## src/rtl/id_ex_operand_stage_if.sv

```systemverilog
`default_nettype none
// ============================================================================
// Module   : id_ex_operand_stage_if
// Brief    : ID/EX operand-stage bus: decoded instruction in, forwarding
//            sources in, ALU operands and EX control out.
// Revision : 1.0 - initial release
// ============================================================================
interface id_ex_operand_stage_if #(
  parameter int DATA_WIDTH    = 32,
  parameter int OPCODE_LENGTH = 4,
  parameter int REG_ADDR_W    = 5
);
  logic                     id_valid;
  logic [REG_ADDR_W-1:0]    id_rs1;
  logic [REG_ADDR_W-1:0]    id_rs2;
  logic                     id_use_rs1;
  logic                     id_use_rs2;
  logic [DATA_WIDTH-1:0]    id_rs1_data;
  logic [DATA_WIDTH-1:0]    id_rs2_data;
  logic [DATA_WIDTH-1:0]    id_imm;
  logic                     id_alu_src;
  logic [OPCODE_LENGTH-1:0] id_operation;
  logic [REG_ADDR_W-1:0]    id_rd;
  logic                     id_reg_write;
  logic                     id_mem_read;
  logic                     hold;
  logic                     flush;
  logic [REG_ADDR_W-1:0]    mem_rd;
  logic                     mem_reg_write;
  logic [DATA_WIDTH-1:0]    mem_result;
  logic [REG_ADDR_W-1:0]    wb_rd;
  logic                     wb_reg_write;
  logic [DATA_WIDTH-1:0]    wb_result;
  logic [DATA_WIDTH-1:0]    SrcA;
  logic [DATA_WIDTH-1:0]    SrcB;
  logic [OPCODE_LENGTH-1:0] Operation;
  logic [DATA_WIDTH-1:0]    ex_store_data;
  logic                     ex_valid;
  logic [REG_ADDR_W-1:0]    ex_rd;
  logic                     ex_reg_write;
  logic                     ex_mem_read;
  logic                     id_stall;

  modport master (
    output id_valid, id_rs1, id_rs2, id_use_rs1, id_use_rs2, id_rs1_data,
           id_rs2_data, id_imm, id_alu_src, id_operation, id_rd,
           id_reg_write, id_mem_read, hold, flush,
           mem_rd, mem_reg_write, mem_result, wb_rd, wb_reg_write, wb_result,
    input  SrcA, SrcB, Operation, ex_store_data, ex_valid, ex_rd,
           ex_reg_write, ex_mem_read, id_stall
  );

  modport slave (
    input  id_valid, id_rs1, id_rs2, id_use_rs1, id_use_rs2, id_rs1_data,
           id_rs2_data, id_imm, id_alu_src, id_operation, id_rd,
           id_reg_write, id_mem_read, hold, flush,
           mem_rd, mem_reg_write, mem_result, wb_rd, wb_reg_write, wb_result,
    output SrcA, SrcB, Operation, ex_store_data, ex_valid, ex_rd,
           ex_reg_write, ex_mem_read, id_stall
  );
endinterface
`default_nettype wire

```

## src/rtl/id_ex_operand_stage.sv

```systemverilog
`default_nettype none
// ============================================================================
// Module   : id_ex_operand_stage
// Brief    : ID/EX pipeline register with EX/MEM and MEM/WB forwarding,
//            load-use bubble insertion and ALU operand selection.
// Revision : 1.0 - initial release
// ============================================================================
module id_ex_operand_stage #(
  parameter int DATA_WIDTH    = 32,
  parameter int OPCODE_LENGTH = 4,
  parameter int REG_ADDR_W    = 5
) (
  input  logic                 clk,
  input  logic                 reset,
  id_ex_operand_stage_if.slave bus
);

  logic                     r_valid;
  logic [REG_ADDR_W-1:0]    r_rs1;
  logic [REG_ADDR_W-1:0]    r_rs2;
  logic [DATA_WIDTH-1:0]    r_rs1_data;
  logic [DATA_WIDTH-1:0]    r_rs2_data;
  logic [DATA_WIDTH-1:0]    r_imm;
  logic                     r_alu_src;
  logic [OPCODE_LENGTH-1:0] r_operation;
  logic [REG_ADDR_W-1:0]    r_rd;
  logic                     r_reg_write;
  logic                     r_mem_read;

  logic                     w_rs1_hit;
  logic                     w_rs2_hit;
  logic                     w_load_use;
  logic [DATA_WIDTH-1:0]    w_fwd_rs1;
  logic [DATA_WIDTH-1:0]    w_fwd_rs2;

  // Load in EX whose result the instruction in ID needs one cycle too early
  assign w_rs1_hit  = bus.id_use_rs1 && (bus.id_rs1 == r_rd);
  assign w_rs2_hit  = bus.id_use_rs2 && (bus.id_rs2 == r_rd);
  assign w_load_use = bus.id_valid && r_valid && r_mem_read &&
                      (r_rd != '0) && (w_rs1_hit || w_rs2_hit);

  assign bus.id_stall = !bus.flush && (bus.hold || w_load_use);

  always_ff @(posedge clk) begin
    if (reset) begin
      r_valid     <= 1'b0;
      r_rs1       <= '0;
      r_rs2       <= '0;
      r_rs1_data  <= '0;
      r_rs2_data  <= '0;
      r_imm       <= '0;
      r_alu_src   <= 1'b0;
      r_operation <= '0;
      r_rd        <= '0;
      r_reg_write <= 1'b0;
      r_mem_read  <= 1'b0;
    end else if (bus.flush || (!bus.hold && w_load_use)) begin
      // Bubble: operand data is left as-is, only control is killed
      r_valid     <= 1'b0;
      r_operation <= '0;
      r_rd        <= '0;
      r_reg_write <= 1'b0;
      r_mem_read  <= 1'b0;
    end else if (!bus.hold) begin
      r_valid     <= bus.id_valid;
      r_rs1       <= bus.id_rs1;
      r_rs2       <= bus.id_rs2;
      r_rs1_data  <= bus.id_rs1_data;
      r_rs2_data  <= bus.id_rs2_data;
      r_imm       <= bus.id_imm;
      r_alu_src   <= bus.id_alu_src;
      r_operation <= bus.id_operation;
      r_rd        <= bus.id_rd;
      r_reg_write <= bus.id_reg_write && bus.id_valid;
      r_mem_read  <= bus.id_mem_read && bus.id_valid;
    end
  end

  // EX/MEM is the younger producer, so it wins over MEM/WB; x0 never forwards
  always_comb begin
    w_fwd_rs1 = r_rs1_data;
    if (bus.mem_reg_write && (bus.mem_rd != '0) && (bus.mem_rd == r_rs1)) begin
      w_fwd_rs1 = bus.mem_result;
    end else if (bus.wb_reg_write && (bus.wb_rd != '0) && (bus.wb_rd == r_rs1)) begin
      w_fwd_rs1 = bus.wb_result;
    end
  end

  always_comb begin
    w_fwd_rs2 = r_rs2_data;
    if (bus.mem_reg_write && (bus.mem_rd != '0) && (bus.mem_rd == r_rs2)) begin
      w_fwd_rs2 = bus.mem_result;
    end else if (bus.wb_reg_write && (bus.wb_rd != '0) && (bus.wb_rd == r_rs2)) begin
      w_fwd_rs2 = bus.wb_result;
    end
  end

  assign bus.SrcA          = w_fwd_rs1;
  assign bus.SrcB          = r_alu_src ? r_imm : w_fwd_rs2;
  assign bus.ex_store_data = w_fwd_rs2;
  assign bus.Operation     = r_operation;
  assign bus.ex_valid      = r_valid;
  assign bus.ex_rd         = r_rd;
  assign bus.ex_reg_write  = r_reg_write;
  assign bus.ex_mem_read   = r_mem_read;

endmodule
`default_nettype wire

```

## src/flat_wrapper.sv

```systemverilog
// flat-port wrapper written by rule: the top's interface ports become plain ports
module id_ex_operand_stage_flat 
#(
  parameter int DATA_WIDTH    = 32,
  parameter int OPCODE_LENGTH = 4,
  parameter int REG_ADDR_W    = 5
)
  (clk, reset, bus_id_valid, bus_id_rs1, bus_id_rs2, bus_id_use_rs1, bus_id_use_rs2, bus_id_rs1_data, bus_id_rs2_data, bus_id_imm, bus_id_alu_src, bus_id_operation, bus_id_rd, bus_id_reg_write, bus_id_mem_read, bus_hold, bus_flush, bus_mem_rd, bus_mem_reg_write, bus_mem_result, bus_wb_rd, bus_wb_reg_write, bus_wb_result, bus_SrcA, bus_SrcB, bus_Operation, bus_ex_store_data, bus_ex_valid, bus_ex_rd, bus_ex_reg_write, bus_ex_mem_read, bus_id_stall);
  id_ex_operand_stage_if #(.DATA_WIDTH(DATA_WIDTH), .OPCODE_LENGTH(OPCODE_LENGTH), .REG_ADDR_W(REG_ADDR_W)) bus_i ();
  input  logic clk;
  input  logic reset;
  input wire logic [$bits(bus_i.id_valid)-1:0] bus_id_valid;
  input wire logic [$bits(bus_i.id_rs1)-1:0] bus_id_rs1;
  input wire logic [$bits(bus_i.id_rs2)-1:0] bus_id_rs2;
  input wire logic [$bits(bus_i.id_use_rs1)-1:0] bus_id_use_rs1;
  input wire logic [$bits(bus_i.id_use_rs2)-1:0] bus_id_use_rs2;
  input wire logic [$bits(bus_i.id_rs1_data)-1:0] bus_id_rs1_data;
  input wire logic [$bits(bus_i.id_rs2_data)-1:0] bus_id_rs2_data;
  input wire logic [$bits(bus_i.id_imm)-1:0] bus_id_imm;
  input wire logic [$bits(bus_i.id_alu_src)-1:0] bus_id_alu_src;
  input wire logic [$bits(bus_i.id_operation)-1:0] bus_id_operation;
  input wire logic [$bits(bus_i.id_rd)-1:0] bus_id_rd;
  input wire logic [$bits(bus_i.id_reg_write)-1:0] bus_id_reg_write;
  input wire logic [$bits(bus_i.id_mem_read)-1:0] bus_id_mem_read;
  input wire logic [$bits(bus_i.hold)-1:0] bus_hold;
  input wire logic [$bits(bus_i.flush)-1:0] bus_flush;
  input wire logic [$bits(bus_i.mem_rd)-1:0] bus_mem_rd;
  input wire logic [$bits(bus_i.mem_reg_write)-1:0] bus_mem_reg_write;
  input wire logic [$bits(bus_i.mem_result)-1:0] bus_mem_result;
  input wire logic [$bits(bus_i.wb_rd)-1:0] bus_wb_rd;
  input wire logic [$bits(bus_i.wb_reg_write)-1:0] bus_wb_reg_write;
  input wire logic [$bits(bus_i.wb_result)-1:0] bus_wb_result;
  output wire logic [$bits(bus_i.SrcA)-1:0] bus_SrcA;
  output wire logic [$bits(bus_i.SrcB)-1:0] bus_SrcB;
  output wire logic [$bits(bus_i.Operation)-1:0] bus_Operation;
  output wire logic [$bits(bus_i.ex_store_data)-1:0] bus_ex_store_data;
  output wire logic [$bits(bus_i.ex_valid)-1:0] bus_ex_valid;
  output wire logic [$bits(bus_i.ex_rd)-1:0] bus_ex_rd;
  output wire logic [$bits(bus_i.ex_reg_write)-1:0] bus_ex_reg_write;
  output wire logic [$bits(bus_i.ex_mem_read)-1:0] bus_ex_mem_read;
  output wire logic [$bits(bus_i.id_stall)-1:0] bus_id_stall;
  assign bus_i.id_valid = bus_id_valid;
  assign bus_i.id_rs1 = bus_id_rs1;
  assign bus_i.id_rs2 = bus_id_rs2;
  assign bus_i.id_use_rs1 = bus_id_use_rs1;
  assign bus_i.id_use_rs2 = bus_id_use_rs2;
  assign bus_i.id_rs1_data = bus_id_rs1_data;
  assign bus_i.id_rs2_data = bus_id_rs2_data;
  assign bus_i.id_imm = bus_id_imm;
  assign bus_i.id_alu_src = bus_id_alu_src;
  assign bus_i.id_operation = bus_id_operation;
  assign bus_i.id_rd = bus_id_rd;
  assign bus_i.id_reg_write = bus_id_reg_write;
  assign bus_i.id_mem_read = bus_id_mem_read;
  assign bus_i.hold = bus_hold;
  assign bus_i.flush = bus_flush;
  assign bus_i.mem_rd = bus_mem_rd;
  assign bus_i.mem_reg_write = bus_mem_reg_write;
  assign bus_i.mem_result = bus_mem_result;
  assign bus_i.wb_rd = bus_wb_rd;
  assign bus_i.wb_reg_write = bus_wb_reg_write;
  assign bus_i.wb_result = bus_wb_result;
  assign bus_SrcA = bus_i.SrcA;
  assign bus_SrcB = bus_i.SrcB;
  assign bus_Operation = bus_i.Operation;
  assign bus_ex_store_data = bus_i.ex_store_data;
  assign bus_ex_valid = bus_i.ex_valid;
  assign bus_ex_rd = bus_i.ex_rd;
  assign bus_ex_reg_write = bus_i.ex_reg_write;
  assign bus_ex_mem_read = bus_i.ex_mem_read;
  assign bus_id_stall = bus_i.id_stall;
  id_ex_operand_stage #(.DATA_WIDTH(DATA_WIDTH), .OPCODE_LENGTH(OPCODE_LENGTH), .REG_ADDR_W(REG_ADDR_W)) u_core (.clk(clk), .reset(reset), .bus(bus_i));
endmodule
```

## config.mk

```make
export PLATFORM = sky130hd
export DESIGN_NAME = id_ex_operand_stage_flat
export DESIGN_NICKNAME = d
export VERILOG_FILES = /design/src/rtl/id_ex_operand_stage_if.sv /design/src/rtl/id_ex_operand_stage.sv /design/src/flat_wrapper.sv
export SDC_FILE = /design/constraint.sdc
export NUM_CORES = 1
export LEC_CHECK = 0
export BUFFER_PORTS_ARGS = -buffer_cell sky130_fd_sc_hd__clkbuf_2
export CORE_AREA = 3 3 121 123
export CTS_CLUSTER_DIAMETER = 100
export CTS_CLUSTER_SIZE = 30
export DETAILED_ROUTE_END_ITERATION = 6
export DIE_AREA = 0 0 124 126
export PLACE_DENSITY = 0.81
export SLEW_MARGIN = 25
export SYNTH_ARGS = -nofsm -noshare
export SYNTH_HDL_FRONTEND = slang
export SYNTH_SLANG_ARGS = --single-unit
```

## constraint.sdc

```tcl
create_clock -name clk -period 4.36 [get_ports clk]
set_input_delay 0 -clock clk [delete_from_list [all_inputs] [get_ports clk]]
set_output_delay 0 -clock clk [all_outputs]
set_load 0.02 [all_outputs]
```

==> flow_summary.yaml <==
power:
  peakVddDrop_mv: 0.257
  total_leakage_power_nw: 4.24
  power_density_nw_per_um2: 338
floorplan:
  die_h_um: 126
  start_util_pct: 47.2
  die_area_um2: 15600
  num_io_pins: 310
  die-width_um: 124
  fp.coreArea_um2: 13800
  rows: 43
worst_setup_path:
  crit_fanout: 33
  start_kind: "flop"
  worstSetupPathType: "reg2out"
  reg2reg_from: "u_core.bus.ex_rd[0]"
  critPathCaptureType: "output port"
  worst_ep_arrival_time_ns: 3.16
  critical_path.startpoint: "u_core.r_rs2[2]"
  cp.required_ns: 4.36
finish:
  nFillCells: 897
  area_growth_pct: 52.8
  fin_area_um2: 9930
  fin_util_pct: 72.1
  num_antenna_cells: 0
  fin_nets: 1228
  drive_above_1_share_pct: 40.9
clock_network:
  clockBufferDepth: 2
  cts.sinks: 119
  htree_levels: 4
  path_clk_slew_ns: 0.06
  tritoncts: "done"
  post_cts.repair.setup_buffers: 0
  cts_buffers: 17
  root_buffer: "clkbuf_16"
  insertion_delay_ns: 0.41
routing:
  vias: 7383
  drtIter0Drc: 538
  drcViolationCount: 0
  drt-wirelength-per-cell_um: 21.7
  routed_wl_mm: 26.5
  viasPerCell: 6.05
  firstDrtPassIters: 5
  postRouteAntennaNets: 0
synthesis:
  synth_nets: 834
  ys_types: 40
  syn-cell-area_um2: 6500
  ys_seq_elements: 119
  postSynthCellCount: 633
  synth_warnings: 0
  avgSynthCellArea_um2: 10.3
  seq_area_frac_synth_pct: 36.7
global_routing:
  grtUsageMet3_pct: 8.31
  antenna_found_initial: 0
  grt_max_degree: 108
  grtUsageTotal_pct: 32.6
  gr-total-overflow: 0
  use_met2_pct: 55.2
  grt.busiest_layer: "met2"
  grt_pass1_vias: 7565
  grt_use_met1_pct: 36.1
  grt_pass1_wl_mm: 39.7
timing:
  setup_viol: 0
  rsz0062_at_grt: "false"
  fin_tns_setup_ns: 0
  max_freq_ghz: 0.316
  tightestPinTransition_ns: 1.11
  hold_ws_ns: 0.151
  hold_viol_final: 0
  period_share_pct: 72.5
  fin_crit_ns: 3.16
  clock_skew_ns: 0.00891
  setup_slack_ns: 1.20
  drv_slew: 0
  maxSlewHeadroom_pct: 26.2
placement:
  portBuffers: 309
  dpl.hpwl_mm: 16.0
  place_ws_ns: 1.53
  gp_congestion: 0.868
  placed_area_um2: 8100
worst_hold_path:
  hold_path_startpoint: "bus_id_valid"
  min_path_type: "in2reg"
status:
  status: "complete, no violations"
job:
  maxCapViolCount: 0
## power by group
group          total [W]  internal, W  leakage [nW]  switching (W)
clock            0.00147     0.000943         0.291       0.000525
combinational   0.000707     0.000316          2.97       0.000390
sequential       0.00119      0.00114         0.973      0.0000453
total            0.00336      0.00240          4.24       0.000961
## state kept, by name, summed over array words and instances, names as in the netlist
signal and flops:
u_core.bus.ex_valid 1, u_core.r_rs2 5, u_core.r_rs2_data 32, u_core.bus.ex_rd 5, u_core.bus.Operation 4, u_core.r_rs1 5
u_core.r_imm 32, u_core.bus.ex_mem_read 1, u_core.r_alu_src 1, u_core.bus.ex_reg_write 1, u_core.r_rs1_data 32
## cells by family (layout without fill, tap and decap cells)
| group | Yosys count | in the layout | synth area share (%) |
|---|---|---|---|
| xor+xnor | 30 | 30 | 4.04 |
| mux | 64 | 64 | 10.5 |
| buf+inv | 68 | 475 | 5.16 |
| flops | 119 | 119 | 36.7 |
| compound gates | 225 | 225 | 33.6 |
| simple gates | 127 | 127 | 10.1 |
## routing by layer
layer	up-vias	wire length (um)	share of wire, %
met4	0	1470	5.5
li1	3268	-	-
met1	3457	9480	36
met5	-	0	0
met2	539	12800	48
met3	119	2730	10
## cells in the final DEF (no fill, tap or decap), types with 4 or more instances in the layout
cell type | synthesis | routed
nand3_1 | 5 | 4
clkbuf_2 | 0 | 309
nor2_1 | 36 | 36
o31ai_1 | 32 | 32
dfxtp_1 | 119 | 118
a31oi_4 | 30 | 30
xnor2_1 | 26 | 26
nand2_1 | 7 | 7
xor2_1 | 4 | 4
nor3_1 | 33 | 33
clkbuf_16 | 0 | 17
dlygate4sd3_1 | 0 | 121
nand4_1 | 36 | 36
a21oi_1 | 33 | 33
mux2i_1 | 32 | 32
a22o_1 | 116 | 116
buf_4 | 1 | 10
mux2_2 | 32 | 32
clkinvlp_4 | 0 | 4
## final timing paths
path                            slack (ns)                       to  cells past startpoint
worst max register to register        1.86    u_core.r_rs2_data[27]                      6
worst min register to register        0.48  u_core.bus.Operation[2]                      1
worst max-delay path                  1.20             bus_SrcB[30]                      7
worst min-delay path                  0.15      u_core.bus.ex_valid                      3
## critical path, cell delays in order, from the launching register on
cell and delay (ns):
dfxtp_1 0.39, xnor2_1 0.14, o211ai_4 0.10, buf_4 0.39, or2_4 0.83, a31oi_1 0.34
mux2_2 0.37, clkbuf_2 0.16
## metrics by stage
step,cells,power (W)
after floorplan,633,0.00155
after global placement,1067,0.00179
after detailed placement,1067,0.00180
after CTS,1220,0.00333
after global routing,1220,0.00345
final,1220,0.00336
## synthesized netlist by cell type (all sizes together)
| cell type | number | share of area [%] |
|---|---|---|
| a211oi | 1 | 0.19 |
| a21oi | 33 | 2.5 |
| a22o | 116 | 16 |
| a31oi | 32 | 10 |
| a32o | 1 | 0.15 |
| and2 | 1 | 0.096 |
| and3 | 2 | 0.19 |
| and4 | 1 | 0.13 |
| buf | 22 | 2.5 |
| clkbuf | 45 | 2.6 |
| dfxtp | 119 | 37 |
| inv | 1 | 0.058 |
| mux2 | 32 | 5.5 |
| mux2i | 32 | 4.9 |
| nand2 | 7 | 0.40 |
| nand3 | 5 | 0.38 |
| nand4 | 36 | 3.5 |
| nor2 | 36 | 2.1 |
| nor3 | 33 | 2.5 |
| nor4 | 1 | 0.19 |
| o211ai | 1 | 0.33 |
| o21a | 1 | 0.12 |
| o21ai | 4 | 0.37 |
| o21bai | 1 | 0.12 |
| o22a | 1 | 0.13 |
| o22ai | 1 | 0.096 |
| o31ai | 33 | 3.9 |
| or2 | 2 | 0.19 |
| or4 | 3 | 0.40 |
| xnor2 | 26 | 3.5 |
| xor2 | 4 | 0.54 |
## layout make-up
type	count	area, um2	share of cell area (%)
clock inverter	11	148	1.49
sequential	119	2380	24.0
multi-input combinational	446	3820	38.5
timing repair buffer	442	2870	28.9
tap	180	225	2.27
clock buffer	21	470	4.74
inverter	1	3.75	0.0378
## timing repair
action                                 4_1_cts  5_1_grt
endpoints found under the hold margin      119        0
hold buffers                               121        0
gates resized for setup                      0        0
Power figures use the tool's default switching activity.
